--- src/rtl/mult_booth_ctrl_if.sv ---
// mult_booth_ctrl_if: request/datapath control bundle for the Booth multiplier sequencer (ack only with MULT_CTRL_ACK_EN)
interface mult_booth_ctrl_if #(parameter int N = 8) ();
  localparam int CNT_W = $clog2(N + 1);
  logic start;
  logic abort;
  logic [1:0] q_lsb;
  logic dp_clr;
  logic load_a;
  logic load_b;
  logic load_add;
  logic shift;
  logic add_sub;
  logic busy;
  logic done;
  logic [CNT_W-1:0] iter;
`ifdef MULT_CTRL_ACK_EN
  logic ack;
`endif
  modport master (
    output start, abort, q_lsb,
`ifdef MULT_CTRL_ACK_EN
    ack,
`endif
    input dp_clr, load_a, load_b, load_add, shift, add_sub, busy, done, iter
  );
  modport slave (
    input start, abort, q_lsb,
`ifdef MULT_CTRL_ACK_EN
    ack,
`endif
    output dp_clr, load_a, load_b, load_add, shift, add_sub, busy, done, iter
  );
endinterface

--- src/rtl/mult_booth_ctrl.sv ---
// mult_booth_ctrl: radix-2 Booth sequential multiplier sequencer; MULT_CTRL_ACK_EN holds done until ack
module mult_booth_ctrl #(
  parameter int N = 8,
  localparam int CNT_W = $clog2(N + 1)
) (
  input logic clk,
  input logic rst,
  mult_booth_ctrl_if.slave bus
);
  typedef enum logic [2:0] {IDLE, CLEAR, LOAD, EVAL, SHIFT, DONE} state_t;
  state_t state;
  logic [CNT_W-1:0] iter;
  logic run;
  assign run = (state == CLEAR) || (state == LOAD) || (state == EVAL) || (state == SHIFT);
  always_ff @(posedge clk or negedge rst)
    if (!rst) begin
      state <= IDLE;
      iter <= '0;
    end else if (run && bus.abort) begin
      state <= IDLE;
    end else begin
      case (state)
        IDLE: state <= bus.start ? CLEAR : IDLE;
        CLEAR: begin
          iter <= '0;
          state <= LOAD;
        end
        LOAD: state <= EVAL;
        EVAL: state <= SHIFT;
        SHIFT: begin
          if (iter != CNT_W'(N)) iter <= iter + 1'b1;
          state <= (iter == CNT_W'(N - 1)) ? DONE : EVAL;
        end
`ifdef MULT_CTRL_ACK_EN
        DONE: state <= bus.ack ? IDLE : DONE;
`else
        DONE: state <= IDLE;
`endif
        default: state <= IDLE;
      endcase
    end
  // controls decode the registered state only; q_lsb comes from datapath registers
  assign bus.dp_clr = state == CLEAR;
  assign bus.load_a = state == LOAD;
  assign bus.load_b = state == LOAD;
  assign bus.load_add = (state == EVAL) && (bus.q_lsb[1] ^ bus.q_lsb[0]);
  assign bus.add_sub = (state == EVAL) && (bus.q_lsb == 2'b01);
  assign bus.shift = state == SHIFT;
  assign bus.busy = state != IDLE;
  assign bus.done = state == DONE;
  assign bus.iter = iter;
endmodule
--- src/flat_wrapper.sv ---
// flat-port wrapper written by rule: the top's interface ports become plain ports
module mult_booth_ctrl_flat 
#(
  parameter int N = 8,
  localparam int CNT_W = $clog2(N + 1)
)
  (clk, rst, bus_start, bus_abort, bus_q_lsb, bus_dp_clr, bus_load_a, bus_load_b, bus_load_add, bus_shift, bus_add_sub, bus_busy, bus_done, bus_iter);
  mult_booth_ctrl_if #(.N(N)) bus_i ();
  input logic clk;
  input logic rst;
  input wire logic [$bits(bus_i.start)-1:0] bus_start;
  input wire logic [$bits(bus_i.abort)-1:0] bus_abort;
  input wire logic [$bits(bus_i.q_lsb)-1:0] bus_q_lsb;
  output wire logic [$bits(bus_i.dp_clr)-1:0] bus_dp_clr;
  output wire logic [$bits(bus_i.load_a)-1:0] bus_load_a;
  output wire logic [$bits(bus_i.load_b)-1:0] bus_load_b;
  output wire logic [$bits(bus_i.load_add)-1:0] bus_load_add;
  output wire logic [$bits(bus_i.shift)-1:0] bus_shift;
  output wire logic [$bits(bus_i.add_sub)-1:0] bus_add_sub;
  output wire logic [$bits(bus_i.busy)-1:0] bus_busy;
  output wire logic [$bits(bus_i.done)-1:0] bus_done;
  output wire logic [$bits(bus_i.iter)-1:0] bus_iter;
  assign bus_i.start = bus_start;
  assign bus_i.abort = bus_abort;
  assign bus_i.q_lsb = bus_q_lsb;
  assign bus_dp_clr = bus_i.dp_clr;
  assign bus_load_a = bus_i.load_a;
  assign bus_load_b = bus_i.load_b;
  assign bus_load_add = bus_i.load_add;
  assign bus_shift = bus_i.shift;
  assign bus_add_sub = bus_i.add_sub;
  assign bus_busy = bus_i.busy;
  assign bus_done = bus_i.done;
  assign bus_iter = bus_i.iter;
  mult_booth_ctrl #(.N(N)) u_core (.clk(clk), .rst(rst), .bus(bus_i));
endmodule
--- config.mk ---
export PLATFORM = sky130hd
export DESIGN_NAME = mult_booth_ctrl_flat
export DESIGN_NICKNAME = d
export VERILOG_FILES = /design/src/rtl/mult_booth_ctrl_if.sv /design/src/rtl/mult_booth_ctrl.sv /design/src/flat_wrapper.sv
export SDC_FILE = /design/constraint.sdc
export NUM_CORES = 1
export LEC_CHECK = 0
export CAP_MARGIN = 40
export CORE_AREA = 2 2 39 41
export CTS_CLUSTER_DIAMETER = 50
export DETAILED_ROUTE_END_ITERATION = 16
export DIE_AREA = 0 0 41 43
export PLACE_DENSITY = 0.72
export SYNTH_ARGS = -nofsm -noshare
export SYNTH_HDL_FRONTEND = slang
export SYNTH_SLANG_ARGS = --single-unit
--- constraint.sdc ---
create_clock -name clk -period 4 [get_ports clk]
set_input_delay 1.2 -clock clk [delete_from_list [all_inputs] [get_ports clk]]
set_output_delay 1.2 -clock clk [all_outputs]
set_load 0.03 [all_outputs]
==> impl_metrics.tcl, run 1 <==
set metrics [dict create \
    io_pins 18 \
    coreArea_um2 1380 \
    syn_nets 66 \
    drt_iter0_markers 3 \
    areaGrowthSynthToFinish_pct 34.3 \
    hold_class "flop to flop" \
    m1WireLength_um 532 \
    hpwl_um 837 \
    max_freq_mhz 255 \
    crit_arrival_ns 2.72 \
    grt_usage_pct 15.2 \
    drt-wirelength-per-cell_um 12.7 \
    routed_wl_mm 1.13 \
    die_h_um 43 \
    antenna_found_initial 0 \
    wl_met2_um 545 \
    hold_viol 0 \
    cts_tree "built" \
    seq_area_um2 175 \
    grt.overflow.total 0 \
    peakVddDrop_uv 286 \
    fin_util_pct 52.7 \
    drc_errors 0 \
    ys_seq_elements 7 \
    cp_max_fo 1 \
    cts-root-buf "clkbuf_4" \
    grt_pass1_vias 408 \
    yosys-top-cells-area "dfrtp_1, ha_1, a2111o_1" \
    cp-end-kind "output pin" \
    grt_max_degree 16 \
    met3WireLength_um 46 \
    portBuffers 17 \
    status "finished, final reports clean" \
    grt_pass1_wl_mm 1.77 \
    p_leak_nw 0.305 \
    finalInstanceArea_um2 729 \
    ys_warn_count 0 \
    setup_viol 0 \
    rsz0062_at_grt "false" \
    clk_latency_ns 0.26 \
    powerDensity_nw_per_um2 562 \
    die_w_um 41 \
    ant_nets 0 \
    start_util_pct 39.2 \
    ctsHtreeMaxLevel 1 \
    critical-path-max-stage-delay_ns 0.67 \
    maxUsedRoutingLayer "met4" \
    fin_crit_sh_pct 97.9 \
    fp.dieArea_um2 1760 \
    crit_slowest_cell "clkdlybuf4s50_1" \
    hold_path_depth 2 \
    ys_seq_area_share_pct 32.3 \
    cts.sinks 7 \
    vias 465 \
    worst_pin_slew_ns 0.471 \
    yosys.area.top_type "dfrtp_1" \
    cts_buffers 3 \
    antenna_cells 0 \
    cts_resized 0 \
    cts.reportedPaths.clkPinSlew_ns 0.05 \
    postPlaceCellArea_um2 703 \
    synth_top_cell_area_share_pct 32.3 \
    rr_worst_depth 5 \
    synthCells 57 \
    max-clock-path-buffers 2 \
    path_class "input port to output pin" \
    post-route-min-period_ns 3.92 \
    fin_nets 83 \
    rows 14 \
    fin_tns_setup_ns 0 \
    timing.slew.headroom_pct 68.6 \
    syn_area_per_cell_um2 9.53 \
    startpoint_type "input port" \
    ys_types 31 \
    drv_cap 0 \
    multi_input_area_um2 323 \
    cts_setup_buffers 0 \
    slew_violations 0 \
    cts_hold_buf 0 \
    cpMostUsedCell "clkdlybuf4s50_1" \
    final.setup_skew_ns 0.00587 \
    syn_area_um2 543 \
    dr.pass1.iters 4 \
    routed_via_density 5.22 \
    required_ns 2.80 \
    nFillCells 132 \
    gp_congestion 0.771 \
    layout-drive-gt1-share_pct 13.7 \
    cp_cell_sequence "clkdlybuf4s50_1 > inv_1 > ha_1 > nor2_1 > clkdlybuf4s50_1" \
]
cell usage after synthesis, drive strengths merged:
master and n:
a2111o 2, a211oi 1, a21o 1, a21oi 2, a22o 2, a31oi 1
and2b 1, and3 1, and3b 1, and4b 1, buf 3, clkbuf 2
dfrtp 7, ha 3, inv 4, mux2 1, nand2 3, nand2b 1
nand3b 1, nor2 4, nor2b 2, nor3 1, nor3b 4, o21a 1
o21ai 2, o31ai 1, or2b 1, or3 1, or3b 1, xnor2 1
state kept, by name, summed over array words and instances (netlist names):
signal,count
u_core.bus.iter,4
u_core.state,3
final cells by class:
type	instances	share of cell area [%]
multi-input cells	41	44.3
flip-flops and latches	7	24.0
repair buffers	17	23.3
clock buffers	4	3.60
well taps	16	2.74
inverters	4	2.06
critical path, delay by kind of cell:
family	cells	cell delay [ns]
fa+ha+maj	1	0.25
simple gates	1	0.09
buf+inv	3	1.17
report_power, final:
group          internal (mW)  switching [mW]  total (mW)
Clock                 0.0380          0.0260      0.0641
Combinational          0.103           0.110       0.213
Sequential            0.0860          0.0470       0.133
stage by stage:
stage / power [mW] / instances / setup WS [ns] / hold slack (ns)
floorplan: 0.282 / 57 / 0.897 / 0.548
global placement: 0.343 / 85 / 0.0935 / 0.581
detailed placement: 0.348 / 85 / 0.0768 / 0.599
CTS: 0.414 / 89 / 0.0773 / 0.613
global route: 0.439 / 89 / 0.0175 / 0.657
finish: 0.410 / 89 / 0.0831 / 0.623
cells in the final DEF (no fill, tap or decap):
cell and count:
nor3b_4 1, a21oi_1 2, a2111o_1 2, and2b_1 1
and3_1 1, mux2_4 1, nor2_1 4, inv_1 4
nand2_1 3, clkbuf_1 1, and3b_1 1, nor3_1 1
a31oi_1 1, and4b_2 1, or3_1 1, o31ai_1 1
nand2b_1 1, a211oi_1 1, o21ai_0 2, nor3b_1 3
a21o_1 1, o21a_1 1, or3b_2 1, a22o_2 2
xnor2_2 1, dfrtp_1 7, clkbuf_4 3, nor2b_1 2
or2b_1 1, clkdlybuf4s50_1 17, nand3b_1 1, ha_1 3
kinds of logic (layout without fill, tap and decap cells):
| logic type | Yosys count | count (layout) | share of synthesized area (%) |
|---|---|---|---|
| xor+xnor | 1 | 1 | 3.00 |
| mux | 1 | 1 | 2.76 |
| fa+ha+maj | 3 | 3 | 6.91 |
| buf+inv | 9 | 25 | 8.29 |
| flops | 7 | 7 | 32.3 |
| simple gates | 23 | 23 | 28.6 |
| compound gates | 13 | 13 | 18.2 |
path summary, 6_finish.rpt:
kind	startpoint	end	slack, ns
max in group asynchronous	rst	u_core.state[2]	2.56
worst max-delay path	bus_q_lsb[1]	bus_load_add	0.08
worst max register to register	u_core.bus.iter[0]	u_core.bus.iter[0]	2.28
worst min register to register	u_core.bus.iter[3]	u_core.bus.iter[3]	0.62
min in group asynchronous	rst	u_core.bus.iter[1]	1.20
worst min-delay path	u_core.bus.iter[3]	u_core.bus.iter[3]	0.62
layer usage:
layer	up-vias	GRT usage, %
met5	-	0
met4	0	6.00
met3	2	7.85
met2	8	20.0
met1	223	20.3
li1	232	-
Note: power is estimated with default switching activity, not from simulation.
==> run 2, diff against run 1 <==
--- a/config.mk
+++ b/config.mk
@@ -5,12 +5,13 @@
 export SDC_FILE = /design/constraint.sdc
 export NUM_CORES = 1
 export LEC_CHECK = 0
+export ABC_AREA = 1
 export CAP_MARGIN = 40
 export CORE_AREA = 2 2 39 41
 export CTS_CLUSTER_DIAMETER = 50
 export DETAILED_ROUTE_END_ITERATION = 16
 export DIE_AREA = 0 0 41 43
-export PLACE_DENSITY = 0.72
+export PLACE_DENSITY = 0.73
 export SYNTH_ARGS = -nofsm -noshare
 export SYNTH_HDL_FRONTEND = slang
 export SYNTH_SLANG_ARGS = --single-unit
==> run 2 against run 1 <==
Utilization grew 2.3 points. Final cell count grew 33%. Via count grew 14%. Area after synthesis grew 1.2%. Die area is the same. First-iteration DRC count grew 100%. Worst setup slack gained 0.12 ns. Flip-flop and latch count is the same. Clock skew shrank 0.0034 ns. Critical endpoint is now bus_add_sub. Largest cell class unchanged. Total power grew 0.23%.
==> impl_metrics.tcl, run 2 <==
set metrics [dict create \
    drt-wirelength-per-cell_um 9.25 \
    cp_max_fo 1 \
    syn_nets 91 \
    rsz0062_at_grt "false" \
    fin_crit_sh_pct 94.9 \
    nFillCells 144 \
    synth_edf_count 0 \
    routed_via_density 4.50 \
    grt.overflow.total 0 \
    cts-root-buf "clkbuf_4" \
    ys_seq_area_share_pct 31.9 \
    cts_setup_buffers 0 \
    dr.pass1.iters 4 \
    post-route-min-period_ns 3.80 \
    cp-end-kind "output pin" \
    fin_tns_setup_ns 0 \
    final_common_cell "nand2_1" \
    hold_class "flop to flop" \
    die_w_um 41 \
    syn_area_um2 549 \
    largestRegisters "u_core.bus.iter x4, u_core.state x3" \
    start_util_pct 39.7 \
    drv_cap 0 \
    critPathTopFamily "buffers and inverters" \
    final_cell_mix "nand2_1, nor2_1, clkdlybuf4s50_1" \
    ys_seq_elements 7 \
    path_class "input port to output pin" \
    cts.reportedPaths.clkPinSlew_ns 0.04 \
    ctsHtreeMaxLevel 1 \
    drt_iter0_markers 6 \
    synthCells 82 \
    coreArea_um2 1380 \
    timing.rr.end "u_core.bus.iter[3]" \
    drc_errors 0 \
    portBuffers 17 \
    synth_top_cell_area_share_pct 31.9 \
    hold_path_depth 2 \
    synth_most_common_cell "nand2_1" \
    crit_slowest_cell "clkdlybuf4s50_1" \
    hold_viol 0 \
    hold_end "u_core.bus.iter[1]" \
    syn_area_per_cell_um2 6.70 \
    yosys-top-cells-area "dfrtp_1, nand2_1, nor2_1" \
    peakVddDrop_uv 410 \
    grt_pass1_vias 430 \
    startpoint_type "input port" \
    powerDensity_nw_per_um2 540 \
    cts.sinks 7 \
    ys_async_sr_fraction_pct 100 \
    yosys.area.top_type "dfrtp_1" \
    hold-worst-slack_ns 0.600 \
    max_freq_mhz 263 \
    p_leak_nw 0.396 \
    setup_viol 0 \
    cts_buffers 3 \
    hpwl_um 924 \
    areaGrowthSynthToFinish_pct 38.5 \
    top_register "u_core.bus.iter" \
    r2r_slack_ns 2.77 \
    vias 531 \
    antenna_cells 0 \
    ant_nets 0 \
    ys_warn_count 0 \
    critical-path-max-stage-delay_ns 0.67 \
    multi_input_area_um2 310 \
    grt_max_degree 8 \
    die_h_um 43 \
    grt_pass1_wl_mm 1.77 \
    required_ns 2.80 \
    antenna_found_initial 0 \
    rows 14 \
    cp_cell_sequence "clkdlybuf4s50_1 > ha_1 > inv_1 > nor2_1 > clkdlybuf4s50_1" \
    ys_types 18 \
    crit_arrival_ns 2.60 \
    cts_tree "built" \
    largest_reg_flops 4 \
    synthFlopType "dfrtp_1" \
    timing.slew.headroom_pct 78.9 \
    status "finished, final reports clean" \
    fin_util_pct 55.0 \
    fp.dieArea_um2 1760 \
    clk_latency_ns 0.24 \
    io_pins 18 \
    seq_area_um2 175 \
    gp_congestion 0.751 \
    worst_pin_slew_ns 0.316 \
    r2r_start "u_core.bus.iter[0]" \
    max-clock-path-buffers 2 \
    min_from "u_core.bus.iter[1]" \
    cpMostUsedCell "clkdlybuf4s50_1" \
    yosys-top-cells-count "nand2_1, nor2_1, inv_1" \
    fin_nets 112 \
    crit_buf_inv 3 \
    routed_wl_mm 1.09 \
    layout-drive-gt1-share_pct 12.7 \
    final.setup_skew_ns 0.00252 \
    grt_usage_pct 15.4 \
    rr_worst_depth 7 \
    slew_violations 0 \
]
==> run 2: cell count changes after synthesis, moves of 4 or more <==
cell,delta
nand2_1,+16
nor2_1,+13
inv_1,+7
nand3_1,+6
nand2_2,+4
==> run 2: cell families (layout without fill, tap and decap cells) <==
kind of cell	count (synthesis)	in the layout	share of synthesized area, %
buffers and inverters	16	36	11.6
AND/OR/NAND/NOR	51	51	44.0
AO/OA/AOI/OAI	4	4	4.10
adder cells (fa/ha/maj)	3	3	6.83
XOR/XNOR	1	1	1.59
flip-flops	7	7	31.9
==> run 2: what timing repair did <==
item / in CTS / in global routing
hold buffers: 0 / 0
setup endpoints to repair: 0 / 1
resized for setup: 0 / 1
==> run 2: where the power goes <==
part	switching (mW)	internal (mW)	total (mW)
sequential	0.0226	0.0854	0.108
clock	0.0220	0.0378	0.0598
combinational	0.151	0.0914	0.243
==> run 2: layout make-up <==
cell class,count,share of cell area [%]
repair buffers,17,22.7
clock buffers,4,3.45
well taps,16,2.63
inverters,15,7.40
multi-input cells,59,40.8
flip-flops and latches,7,23.0
==> run 2: worst max path at each step <==
stage	startpoint	to	slack, ns	cells past startpoint
after global placement	bus_q_lsb[1]	bus_load_add	0.1	5
after floorplan	bus_q_lsb[1]	bus_load_add	0.90	3
after CTS	bus_q_lsb[1]	bus_load_add	0.06	5
final	bus_q_lsb[0]	bus_add_sub	0.20	5
after global routing	bus_q_lsb[1]	bus_add_sub	0.07	6
after detailed placement	bus_q_lsb[1]	bus_load_add	0.06	5
==> run 2: per-layer routing <==
| metal | up-vias | track usage [%] | share of wire (%) |
|---|---|---|---|
| met2 | 7 | 20.6 | 48 |
| li1 | 287 | - | - |
| met3 | 2 | 3.14 | 1.8 |
| met4 | 0 | 10.0 | 1.0 |
| met1 | 235 | 21.5 | 49 |
| met5 | - | 0 | 0 |
==> run 2: through the flow <==
stage                     instance area [um^2]  instances  worst slack, ns  power (mW)
after floorplan                            549         82            0.897       0.278
after global placement                     732        114           0.0972       0.348
after detailed placement                   732        114           0.0557       0.353
after CTS                                  758        118           0.0561       0.416
after global routing                       761        118           0.0717       0.446
final                                      761        118            0.203       0.411
==> run 2: worst reg2reg max path, cell delays in order (launching register included) <==
cell	delay, ns
dfrtp_1	0.43
inv_1	0.10
ha_1	0.17
nand3_1	0.10
nand3_1	0.11
clkinv_1	0.07
nand2_1	0.06
nand2_1	0.06
